## src/rtl/ara_eoc_if.sv

```systemverilog
// Snooped memory write-path request bus; the monitor only ever observes it via the slave modport.
interface ara_eoc_if #(
  parameter int unsigned AddrWidth = 64,
  parameter int unsigned DataWidth = 64
);
  logic                   req_valid;
  logic                   req_ready;
  logic                   req_we;
  logic [AddrWidth-1:0]   req_addr;
  logic [DataWidth-1:0]   req_wdata;
  logic [DataWidth/8-1:0] req_be;

  modport master (
    output req_valid, req_we, req_addr, req_wdata, req_be,
    input  req_ready
  );

  modport slave (
    input req_valid, req_ready, req_we, req_addr, req_wdata, req_be
  );
endinterface

```

## src/rtl/ara_eoc_monitor.sv

```systemverilog
// End-of-computation snoop: latches the tohost exit word and times the vector runtime window.
// Registered outputs, one cycle after the firing edge; ARA_EOC_WATCHDOG_EN adds a timeout that forces exit.
module ara_eoc_monitor #(
  parameter int unsigned AddrWidth     = 64,
  parameter int unsigned DataWidth     = 64,
  parameter logic [63:0] ToHostAddr    = 64'h0000_0000_8000_1000,
  parameter logic [63:0] TimerAddr     = 64'h0000_0000_8000_1008,
  parameter logic [63:0] TimeoutCycles = 64'd10_000_000
) (
  input  logic        clk_i,
  input  logic        rst_i,
  ara_eoc_if.slave    req,
  output logic [63:0] exit_o,
  output logic [63:0] runtime_o,
  output logic        runtime_valid_o,
  output logic        timing_o
);

  typedef enum logic [1:0] {IDLE, TIMING, DONE} state_e;

  localparam logic [63:0] AllOnes = '1;

  state_e      state_q, state_d;
  logic [63:0] cnt_q, cnt_d;
  logic [63:0] staging_q, staging_d;
  logic [63:0] exit_q, exit_d;
  logic [63:0] runtime_q, runtime_d;
  logic        runtime_valid_q, runtime_valid_d;
  logic        timing_q, timing_d;

  logic        fire, hit_tohost, hit_timer;
  logic [63:0] lane_data;
  logic [7:0]  lane_be;
  logic [63:0] tohost_merged, timer_bytes, cnt_inc;
  logic        timer_nz, done_store, wd_expire;
  logic [63:0] wd_exit;
  logic        unused_addr_lsbs;

  assign fire       = req.req_valid & req.req_ready & req.req_we;
  assign hit_tohost = fire && (req.req_addr[AddrWidth-1:3] == ToHostAddr[AddrWidth-1:3]);
  assign hit_timer  = fire && (req.req_addr[AddrWidth-1:3] == TimerAddr[AddrWidth-1:3]);
  assign unused_addr_lsbs = ^req.req_addr[2:0];

  generate
    if (DataWidth == 64) begin : g_single_lane
      assign lane_data = req.req_wdata;
      assign lane_be   = req.req_be;
    end else begin : g_multi_lane
      localparam int unsigned LaneIdxW = $clog2(DataWidth / 64);
      logic [LaneIdxW-1:0] lane_idx;
      assign lane_idx  = req.req_addr[LaneIdxW+2:3];
      assign lane_data = req.req_wdata[lane_idx*64 +: 64];
      assign lane_be   = req.req_be[lane_idx*8 +: 8];
    end
  endgenerate

  // Tohost merges into staging; the timer value only sees strobed bytes.
  always_comb begin
    tohost_merged = staging_q;
    timer_bytes   = '0;
    for (int i = 0; i < 8; i++) begin
      if (lane_be[i]) begin
        tohost_merged[i*8 +: 8] = lane_data[i*8 +: 8];
        timer_bytes[i*8 +: 8]   = lane_data[i*8 +: 8];
      end
    end
  end

  assign timer_nz   = |timer_bytes;
  assign done_store = hit_tohost & tohost_merged[0];
  assign cnt_inc    = (cnt_q == AllOnes) ? cnt_q : cnt_q + 64'd1;

`ifdef ARA_EOC_WATCHDOG_EN
  logic [63:0] wd_cnt_q, wd_cnt_d;
  assign wd_cnt_d  = (wd_cnt_q == AllOnes) ? wd_cnt_q : wd_cnt_q + 64'd1;
  assign wd_expire = (wd_cnt_q >= TimeoutCycles);
  assign wd_exit   = {63'h7FFF_DEAD, 1'b1};
`else
  logic [63:0] unused_timeout;
  assign unused_timeout = TimeoutCycles;
  assign wd_expire      = 1'b0;
  assign wd_exit        = '0;
`endif

  always_comb begin
    state_d         = state_q;
    cnt_d           = cnt_q;
    staging_d       = staging_q;
    exit_d          = exit_q;
    runtime_d       = runtime_q;
    runtime_valid_d = runtime_valid_q;
    if (state_q != DONE) begin
      if (hit_tohost) staging_d = tohost_merged;
      if (state_q == TIMING) cnt_d = cnt_inc;
      // A done store wins over a watchdog expiry in the same cycle.
      if (done_store || wd_expire) begin
        state_d = DONE;
        exit_d  = done_store ? tohost_merged : wd_exit;
        if (state_q == TIMING) begin
          runtime_d       = cnt_inc;
          runtime_valid_d = 1'b1;
        end
      end else if (hit_timer && timer_nz) begin
        state_d = TIMING;
        cnt_d   = '0;
        if (state_q == IDLE) runtime_valid_d = 1'b0;
      end else if (hit_timer && state_q == TIMING) begin
        state_d         = IDLE;
        runtime_d       = cnt_inc;
        runtime_valid_d = 1'b1;
      end
    end
    timing_d = (state_d == TIMING);
  end

  always_ff @(posedge clk_i) begin
    if (rst_i) begin
      state_q         <= IDLE;
      cnt_q           <= '0;
      staging_q       <= '0;
      exit_q          <= '0;
      runtime_q       <= '0;
      runtime_valid_q <= 1'b0;
      timing_q        <= 1'b0;
`ifdef ARA_EOC_WATCHDOG_EN
      wd_cnt_q        <= '0;
`endif
    end else begin
      state_q         <= state_d;
      cnt_q           <= cnt_d;
      staging_q       <= staging_d;
      exit_q          <= exit_d;
      runtime_q       <= runtime_d;
      runtime_valid_q <= runtime_valid_d;
      timing_q        <= timing_d;
`ifdef ARA_EOC_WATCHDOG_EN
      wd_cnt_q        <= wd_cnt_d;
`endif
    end
  end

  assign exit_o          = exit_q;
  assign runtime_o       = runtime_q;
  assign runtime_valid_o = runtime_valid_q;
  assign timing_o        = timing_q;

endmodule

```

## src/flat_wrapper.sv

```systemverilog
// flat-port wrapper written by rule: the top's interface ports become plain ports
module ara_eoc_monitor_flat 
#(
  parameter int unsigned AddrWidth     = 64,
  parameter int unsigned DataWidth     = 64,
  parameter logic [63:0] ToHostAddr    = 64'h0000_0000_8000_1000,
  parameter logic [63:0] TimerAddr     = 64'h0000_0000_8000_1008,
  parameter logic [63:0] TimeoutCycles = 64'd10_000_000
)
  (clk_i, rst_i, exit_o, runtime_o, runtime_valid_o, timing_o, req_req_valid, req_req_ready, req_req_we, req_req_addr, req_req_wdata, req_req_be);
  ara_eoc_if #(.AddrWidth(AddrWidth), .DataWidth(DataWidth)) req_i ();
  input  logic clk_i;
  input  logic rst_i;
  output logic [63:0] exit_o;
  output logic [63:0] runtime_o;
  output logic runtime_valid_o;
  output logic timing_o;
  input wire logic [$bits(req_i.req_valid)-1:0] req_req_valid;
  input wire logic [$bits(req_i.req_ready)-1:0] req_req_ready;
  input wire logic [$bits(req_i.req_we)-1:0] req_req_we;
  input wire logic [$bits(req_i.req_addr)-1:0] req_req_addr;
  input wire logic [$bits(req_i.req_wdata)-1:0] req_req_wdata;
  input wire logic [$bits(req_i.req_be)-1:0] req_req_be;
  assign req_i.req_valid = req_req_valid;
  assign req_i.req_ready = req_req_ready;
  assign req_i.req_we = req_req_we;
  assign req_i.req_addr = req_req_addr;
  assign req_i.req_wdata = req_req_wdata;
  assign req_i.req_be = req_req_be;
  ara_eoc_monitor #(.AddrWidth(AddrWidth), .DataWidth(DataWidth), .ToHostAddr(ToHostAddr), .TimerAddr(TimerAddr), .TimeoutCycles(TimeoutCycles)) u_core (.clk_i(clk_i), .rst_i(rst_i), .req(req_i), .exit_o(exit_o), .runtime_o(runtime_o), .runtime_valid_o(runtime_valid_o), .timing_o(timing_o));
endmodule
```

## config.mk

```make
export PLATFORM = sky130hd
export DESIGN_NAME = ara_eoc_monitor_flat
export DESIGN_NICKNAME = d
export VERILOG_FILES = /design/src/rtl/ara_eoc_if.sv /design/src/rtl/ara_eoc_monitor.sv /design/src/flat_wrapper.sv
export SDC_FILE = /design/constraint.sdc
export NUM_CORES = 1
export LEC_CHECK = 0
export CORE_AREA = 2 2 152 154
export DETAILED_ROUTE_END_ITERATION = 16
export DIE_AREA = 0 0 154 156
export GPL_ROUTABILITY_DRIVEN = 0
export PLACE_DENSITY = 0.93
export REMOVE_ABC_BUFFERS = 1
export SYNTH_ARGS = -nofsm -noshare
export SYNTH_HDL_FRONTEND = slang
export SYNTH_SLANG_ARGS = --single-unit
```

## constraint.sdc

```tcl
create_clock -name clk_i -period 6.8 [get_ports clk_i]
set_clock_uncertainty 0.15 [all_clocks]
set_input_delay 1.36 -clock clk_i [delete_from_list [all_inputs] [get_ports clk_i]]
set_output_delay 1.36 -clock clk_i [all_outputs]
set_load 0.01 [all_outputs]
```

After elaboration in Yosys (flattened, before gate mapping). Cells that the tools add are included.

Register bits after elaboration: 260. Input port bits: 141. Output and inout bits: 130. Logic and storage cells: 65.

$add $sub $neg: 1. Equality and inequality tests: 9. Multiplexer cells: 33. Bitwise logic cells: 3. Reductions and logical operators: 12.

Operator list (number): $mux W64 (8); $mux W8 (16); $eq A61 B29 Y1 const B (2); $add A64 B1 Y64 const B (1); $eq A64 B64 Y1 const B (1); $reduce_or A64 Y1 (1); $mux W2 (4); $reduce_and A4 Y1 (2); $mux W1 (5); $eq A2 B1 Y1 const B (2); $logic_and A1 B1 Y1 (4); $ne A2 B2 Y1 const B (2); $reduce_and A2 Y1 (2); $and A1 B1 Y1 (3); $ne A3 B2 Y1 const B (1); $reduce_bool A3 Y1 (1); $logic_not A2 Y1 (1); $ne A2 B1 Y1 const B (1); $reduce_bool A2 Y1 (1).

Logic depth before layout (Yosys ltp). Gate-level depths: netlist (run 1).

Depth in word-level cells: 9. Gate-level depth with buffers: 11. Gate-level depth less buffers: 8.

Least setup slack after synthesis (run 1). No wires, ideal clock.

Kind: input -> register. Start: input port req_req_addr[13]. End: register u_core.cnt_q[9]. Arrival: 3.552 ns. Required time: 6.528 ns. Slack: 2.976 ns. Cell stages on the path: 9. Cells stage by stage: nor4_1 > nand4_1 > or4_1 > a311oi_2 > nand2b_1 > buf_2 > buf_2 > nor3b_1 > a221o_1.

Cells in the longest elaborated chain, start to end: 5. Elaborated cells on any way between the ends: 8. Those cells by class: 2 x eq/ne; 2 x mux; 1 x bitwise; 3 x reduce/logical.

Ends and longest elaborated chain: start: declaration (line flat_wrapper.sv:21) `input wire logic [$bits(req_i.req_addr)-1:0] req_req_addr;`; $eq A61 B29 Y1 (line ara_eoc_monitor.sv:41) `assign hit_timer = fire && (req.req_addr[AddrWidth-1:3] == TimerAddr[AddrWidth-1:3]);`; $logic_and A1 B1 Y1 (line ara_eoc_monitor.sv:41); $logic_and A1 B1 Y1 (line ara_eoc_monitor.sv:103) `end else if (hit_timer && timer_nz) begin`; $mux W64 (line ara_eoc_monitor.sv:103); $mux W64 (*) (line ara_eoc_monitor.sv:96) `if (done_store || wd_expire) begin`; end signal: assignment (line ara_eoc_monitor.sv:130) `cnt_q <= cnt_d;`; end: declaration (line ara_eoc_monitor.sv:24) `logic [63:0] cnt_q, cnt_d;`.

Mark *: on every way between the ends. The rest lies on a longest branch, timed or not. A chain may end at the register's enable or synchronous reset.

Worst setup path after layout (run 1).
Start: input port req_req_be[6]. End: register u_core.cnt_q[55].

Cells in the longest elaborated chain, start to end: 5.

Ends and longest elaborated chain: start: declaration (line flat_wrapper.sv:23) `input wire logic [$bits(req_i.req_be)-1:0] req_req_be;`; $mux W8 (line ara_eoc_monitor.sv:62) `if (lane_be[i]) begin`; $reduce_or A64 Y1 (line ara_eoc_monitor.sv:69) `assign timer_nz = |timer_bytes;`; $logic_and A1 B1 Y1 (line ara_eoc_monitor.sv:103); $mux W64 (line ara_eoc_monitor.sv:103); $mux W64 (line ara_eoc_monitor.sv:96).

No other way between the ends.

==> impl_metrics.ini, run 1 <==
[run_status]
outcome = finished, final reports clean

[worst_setup_path]
critPathRequiredTime_ps = 7120
ff2ff_path_depth = 7
worst_path_most_repeated_cell = nand3_1
cp.arrival_ps = 5190
worstReg2RegStart = u_core.cnt_q[20]
crit_chain = clkdlybuf4s50_1, a222oi_1, nand3_1, nor3_1, nand3_1, a311oi_4, buf_4, a21oi_1, o21ai_0
cp-end-kind = flop
cp_max_fo = 23
crit_path_max_incr_delay_ps = 1110
slowest_stage = a311oi_4
path_class = in2reg
r2r-end = u_core.runtime_o[47]
r2r_setup_slack_ps = 2570
worst_setup_path_start_kind = primary input

[synth]
synth_edf_count = 0
netlist_area_mm2 = 0.0122
synth_top_area_cell = dfxtp_1
syn_inst = 1441
synth_cell_type_count = 61
synth_ff_type = dfxtp_1
synthTopCellsByCount = dfxtp_1 (260), nand2_1 (142), a21oi_1 (118)
synth_top_area_frac = 0.428
async_flop_share = 0
postSynthAreaPerCell_um2 = 8.44
yosys_warnings = 0
synth_most_common_cell = dfxtp_1
ys_seq_elements = 260
synthTopCellsByArea = dfxtp_1 (43%), mux2i_1 (5.2%), a21oi_1 (4.9%)
yosysSeqAreaShare = 0.428

[die]
fp.dieW_um = 154
core-area_mm2 = 0.0224
fp.dieH_um = 156
rows = 55
dieArea_mm2 = 0.0240
initial_core_util = 0.543
io_pins = 271

[finish]
syn_to_final_growth_pct = 30.5
nFillCells = 1539
design_area_mm2 = 0.0159
design.final.nets = 1782
final_core_util = 0.709
layout-drive-gt1-share = 0.0561

[detailed_routing]
ant_nets = 0
wire_per_inst_um = 19.1
num_vias = 12187
drt-met1-wl_mm = 15.1
first_iter_violations = 1327
via_per_inst = 6.27
wl_met2_mm = 17.4
finalWirelength_mm = 37.0
top_layer = met4
firstDrtPassIters = 7
dr_wl_met3_mm = 3.14
drc_errors = 0

[power]
p_per_area_mw_per_mm2 = 205
finalPower_mw = 3.26
irDropWorstVdd_mv = 0.199
leakage_nw = 5.04

[place]
place_area_mm2 = 0.0149
portBuffers = 267
place_hpwl_mm = 25.4

[clock_network]
cts_root_buffer = clkbuf_16
cts_sinks = 260
h-tree-depth = 1
cts_tree = built
postCtsSetupBuffers = 0
cts_hold_buffers = 0
cts_resized = 0
clk-insertion-delay-late_ps = 540
clkSlewWorstSetupHoldPaths_ps = 60
cts_buffers = 27
clockBufferDepth = 3

[min_path]
hold_path_end = u_core.staging_q[26]
hold_class = reg2reg
holdPathStages = 2
hold_path_startpoint = u_core.staging_q[26]

[sta]
max-slew-margin-rel = 0.134
fin_crit_sh = 0.716
setup_viol = 0
drv_slew = 0
fin_setup_tns_ps = 0
period_needed_ps = 4870
rsz0062_at_grt = no
worst_pin_slew_ps = 1300
fmax_mhz = 205
whs_ps = 301
hold_violations = 0

[grt]
gr-usage-all-layers = 0.294
grt_pass1_vias = 11285
grt_pass1_wl_mm = 58.4
antenna_found_initial = 1
grt_max_degree = 108
grt_overflow = 0

[run]
drv_cap = 0
==> area by class of cell <==
| cell class | instances | area (um^2) | share of cell area |
|---|---|---|---|
| multi-input combinational | 1046 | 6470 | 0.408 |
| sequential | 260 | 5200 | 0.328 |
| timing repair buffer | 284 | 2830 | 0.178 |
| clock buffer | 39 | 751 | 0.0473 |
| tap | 285 | 357 | 0.0225 |
| clock inverter | 8 | 169 | 0.0106 |
| inverter | 21 | 78.8 | 0.00497 |
| antenna | 1 | 2.50 | 0.000158 |
==> cells in the final DEF, fill, tap and decap left out, types with 4 or more instances in the layout <==
| cell type | instances |
|---|---|
| a21oi_1 | 118 |
| a2111oi_0 | 9 |
| nor2_1 | 103 |
| and3_1 | 9 |
| nor4_1 | 50 |
| o21bai_1 | 6 |
| xnor2_1 | 37 |
| bufinv_16 | 5 |
| and2_1 | 5 |
| nor3b_1 | 5 |
| o41ai_1 | 8 |
| nor4b_1 | 4 |
| or3_1 | 24 |
| and4_1 | 5 |
| o21ai_0 | 51 |
| nor3_1 | 24 |
| o31ai_1 | 14 |
| nand3_1 | 102 |
| a311oi_1 | 28 |
| inv_1 | 20 |
| clkbuf_16 | 27 |
| mux2i_1 | 63 |
| clkbuf_1 | 9 |
| or4_1 | 5 |
| clkdlybuf4s50_1 | 266 |
| nand2_1 | 142 |
| a31o_2 | 16 |
| a21o_1 | 17 |
| nand4_1 | 30 |
| o211ai_1 | 32 |
| xor2_1 | 25 |
| buf_4 | 15 |
| dfxtp_1 | 260 |
| a211oi_1 | 65 |
==> how the worst max path moves through the flow <==
stage,start,end,slack [ps],cells past startpoint
finish,req_req_be[6],u_core.cnt_q[55],1930,9
global route,req_req_be[6],u_core.runtime_o[30],1610,8
CTS,req_req_be[6],u_core.cnt_q[55],2020,9
detailed placement,req_req_be[6],u_core.cnt_q[55],1480,9
global placement,req_req_be[6],u_core.runtime_o[8],1540,8
floorplan,req_req_addr[13],u_core.exit_o[62],-260,6
==> power by group <==
group | internal (mW) | switching, mW
Clock | 0.952 | 0.593
Combinational | 0.0971 | 0.0900
Sequential | 1.52 | 0.00000000000000137
==> flip-flops by register name, summed over array words and instances, names as in the netlist <==
register and cells:
u_core.cnt_q 64, u_core.exit_o 64, u_core.runtime_o 64, u_core.runtime_valid_o 1, u_core.staging_q 64, u_core.state_q 2
u_core.timing_o 1
==> worst max-delay path, delay by kind of cell <==
kind	cells	cell delay, ps
simple gates	3	900
buf+inv	2	1190
compound gates	4	1720
==> routing by layer <==
layer / global-route usage / vias up
met5: 0 / -
met4: 0.114 / 0
met3: 0.0578 / 109
met2: 0.488 / 567
met1: 0.379 / 5765
li1: - / 5746
==> through the flow <==
stage          setup slack [ps]  cells
2_1_floorplan              -259   1327
3_3_place_gp               1540   1896
3_5_place_dp               1480   1896
4_1_cts                    2020   1943
5_1_grt                    1610   1944
6_report                   1930   1944
==> logic make-up (layout without fill, tap and decap cells) <==
kind of cell / after synthesis / count (layout) / synth area share
xor gates and xnor gates: 62 / 62 / 0.0447
adders and majority gates: 1 / 1 / 0.00103
buffers and inverters: 135 / 352 / 0.0437
muxes: 64 / 64 / 0.0528
and+or+nand+nor: 531 / 531 / 0.216
AOI/OAI and AO/OA: 388 / 388 / 0.213
DFF: 260 / 260 / 0.428
other: 0 / 1 / 0
No activity file was read; power rests on OpenSTA's default activity.
==> run 2, diff against run 1 <==
--- a/config.mk
+++ b/config.mk
@@ -5,11 +5,11 @@
 export SDC_FILE = /design/constraint.sdc
 export NUM_CORES = 1
 export LEC_CHECK = 0
-export CORE_AREA = 2 2 152 154
+export CORE_AREA = 2 2 166 168
 export DETAILED_ROUTE_END_ITERATION = 16
-export DIE_AREA = 0 0 154 156
+export DIE_AREA = 0 0 168 170
 export GPL_ROUTABILITY_DRIVEN = 0
-export PLACE_DENSITY = 0.93
+export PLACE_DENSITY = 0.84
 export REMOVE_ABC_BUFFERS = 1
 export SYNTH_ARGS = -nofsm -noshare
 export SYNTH_HDL_FRONTEND = slang
==> constraint.sdc (replaced) <==
create_clock -name clk_i -period 4.15 [get_ports clk_i]
set_clock_uncertainty 0.15 [all_clocks]
set_input_delay 0.83 -clock clk_i [delete_from_list [all_inputs] [get_ports clk_i]]
set_output_delay 0.83 -clock clk_i [all_outputs]
set_load 0.01 [all_outputs]
==> impl_metrics.ini, run 2 (synthesized netlist as in run 1, its figures left out) <==
[run_status]
outcome = finished, final reports clean

[finish]
diodes = 0
layout_commonest_cell = clkdlybuf4s50_1
layout-drive-gt1-share = 0.0828
syn_to_final_growth_pct = 34.6
final_core_util = 0.614
final_cell_mix = clkdlybuf4s50_1 (266), dfxtp_1 (260), nand2_1 (142)
design.final.nets = 1824
design_area_mm2 = 0.0164

[grt]
grt_pass1_vias = 11600
antenna_found_initial = 0
grt_overflow = 0
grt_max_degree = 81
gr-usage-all-layers = 0.255
grt_pass1_wl_mm = 60.0

[die]
core-area_mm2 = 0.0267
rows = 60
dieArea_mm2 = 0.0286
io_pins = 271
fp.dieW_um = 168
initial_core_util = 0.456
fp.dieH_um = 170

[clock_network]
cts_tree = built
clockBufferDepth = 3
clkSlewWorstSetupHoldPaths_ps = 60
cts_resized = 0
h-tree-depth = 1
cts_buffers = 29
cts_hold_buffers = 0
postCtsSetupBuffers = 0
cts_sinks = 260
clk-insertion-delay-late_ps = 550
cts_root_buffer = clkbuf_16

[power]
swShare = 0.219
netSwitchingPower_mw = 1.21
clkPwrFrac = 0.490
leakage_nw = 5.28
combPwrFrac = 0.058
p_int_mw = 4.31
p_seq_frac = 0.452
irDropWorstVdd_mv = 0.287
p_per_area_mw_per_mm2 = 337

[sta]
setup_viol = 0
rsz0062_at_grt = no
fmax_mhz = 272
hold_violations = 0
worst_pin_slew_ps = 1090
drv_slew = 0
fin_crit_sh = 0.886
max-slew-margin-rel = 0.273
period_needed_ps = 3680
whs_ps = 300

[detailed_routing]
drc_errors = 0
wire_per_inst_um = 18.5
finalWirelength_mm = 37.8
ant_nets = 0
num_vias = 12331
firstDrtPassIters = 5
first_iter_violations = 1229
via_per_inst = 6.04

[worst_setup_path]
r2r_setup_slack_ps = 770
cp-end-kind = flop
ff2ff_path_depth = 8
r2r-end = u_core.runtime_o[44]
path_class = in2reg
critPathRequiredTime_ps = 4460
worstReg2RegStart = u_core.cnt_q[0]
cp_max_fo = 10
cp.arrival_ps = 3980
worst_setup_path_start_kind = primary input

[place]
portBuffers = 267
place_hpwl_mm = 26.8
place_area_mm2 = 0.0154

[min_path]
hold_path_startpoint = u_core.staging_q[6]
hold_path_end = u_core.staging_q[6]
hold_class = reg2reg
holdPathStages = 2

[run]
drv_cap = 0
## run 2: how the worst max path moves through the flow
stage / startpoint / to / slack (ps)
5_1_grt: req_req_wdata[33] / u_core.cnt_q[3] / 330
6_report: req_req_wdata[33] / u_core.cnt_q[3] / 470
2_1_floorplan: req_req_addr[13] / u_core.exit_o[62] / -2380
4_1_cts: req_req_wdata[33] / u_core.cnt_q[3] / 470
3_3_place_gp: req_req_wdata[33] / u_core.cnt_q[3] / -7
3_5_place_dp: req_req_wdata[33] / u_core.cnt_q[3] / -60
## run 2: critical path, stage by stage
cell and delay [ps]:
clkdlybuf4s50_1 460, o41ai_1 510, nand4_1 180, nor3_1 250, buf_4 170, a311oi_2 110
buf_4 180, a21oi_1 850, o311ai_0 290, o21ai_0 130
## run 2: layer usage
metal	vias up	routed length [um]	global-route usage	share of wire
li1	5844	-	-	-
met1	5813	15700	0.327	0.42
met2	578	18000	0.435	0.48
met3	96	2770	0.0381	0.073
met4	0	1260	0.0938	0.033
met5	-	0	0	0
## run 2: final cells by class
class | instances | area (um^2)
Tap cell | 341 | 427
Inverter | 21 | 78.8
Fill cell | 2196 | 10300
Sequential cell | 260 | 5200
Clock inverter | 15 | 218
Multi-Input combinational cell | 1046 | 6470
Clock buffer | 36 | 782
Timing Repair Buffer | 324 | 3180
## run 2: through the flow
step / setup WS, ps / cells / setup TNS (ps) / power, mW
after floorplan: -2380 / 1327 / -222940 / 2.61
after global placement: -7.03 / 1992 / -7.03 / 2.86
after detailed placement: -64.3 / 1992 / -64.3 / 2.86
after CTS: 466 / 2043 / 0 / 5.54
after global routing: 328 / 2043 / 0 / 5.67
final: 472 / 2043 / 0 / 5.52
## run 2: power groups by stage
stage / clock, mW / combinational (mW) / sequential [mW]
after floorplan: 0 / 0.0632 / 2.55
after global placement: 0 / 0.308 / 2.55
after detailed placement: 0 / 0.313 / 2.55
after CTS: 2.73 / 0.316 / 2.50
after global routing: 2.84 / 0.337 / 2.49
final: 2.70 / 0.319 / 2.50
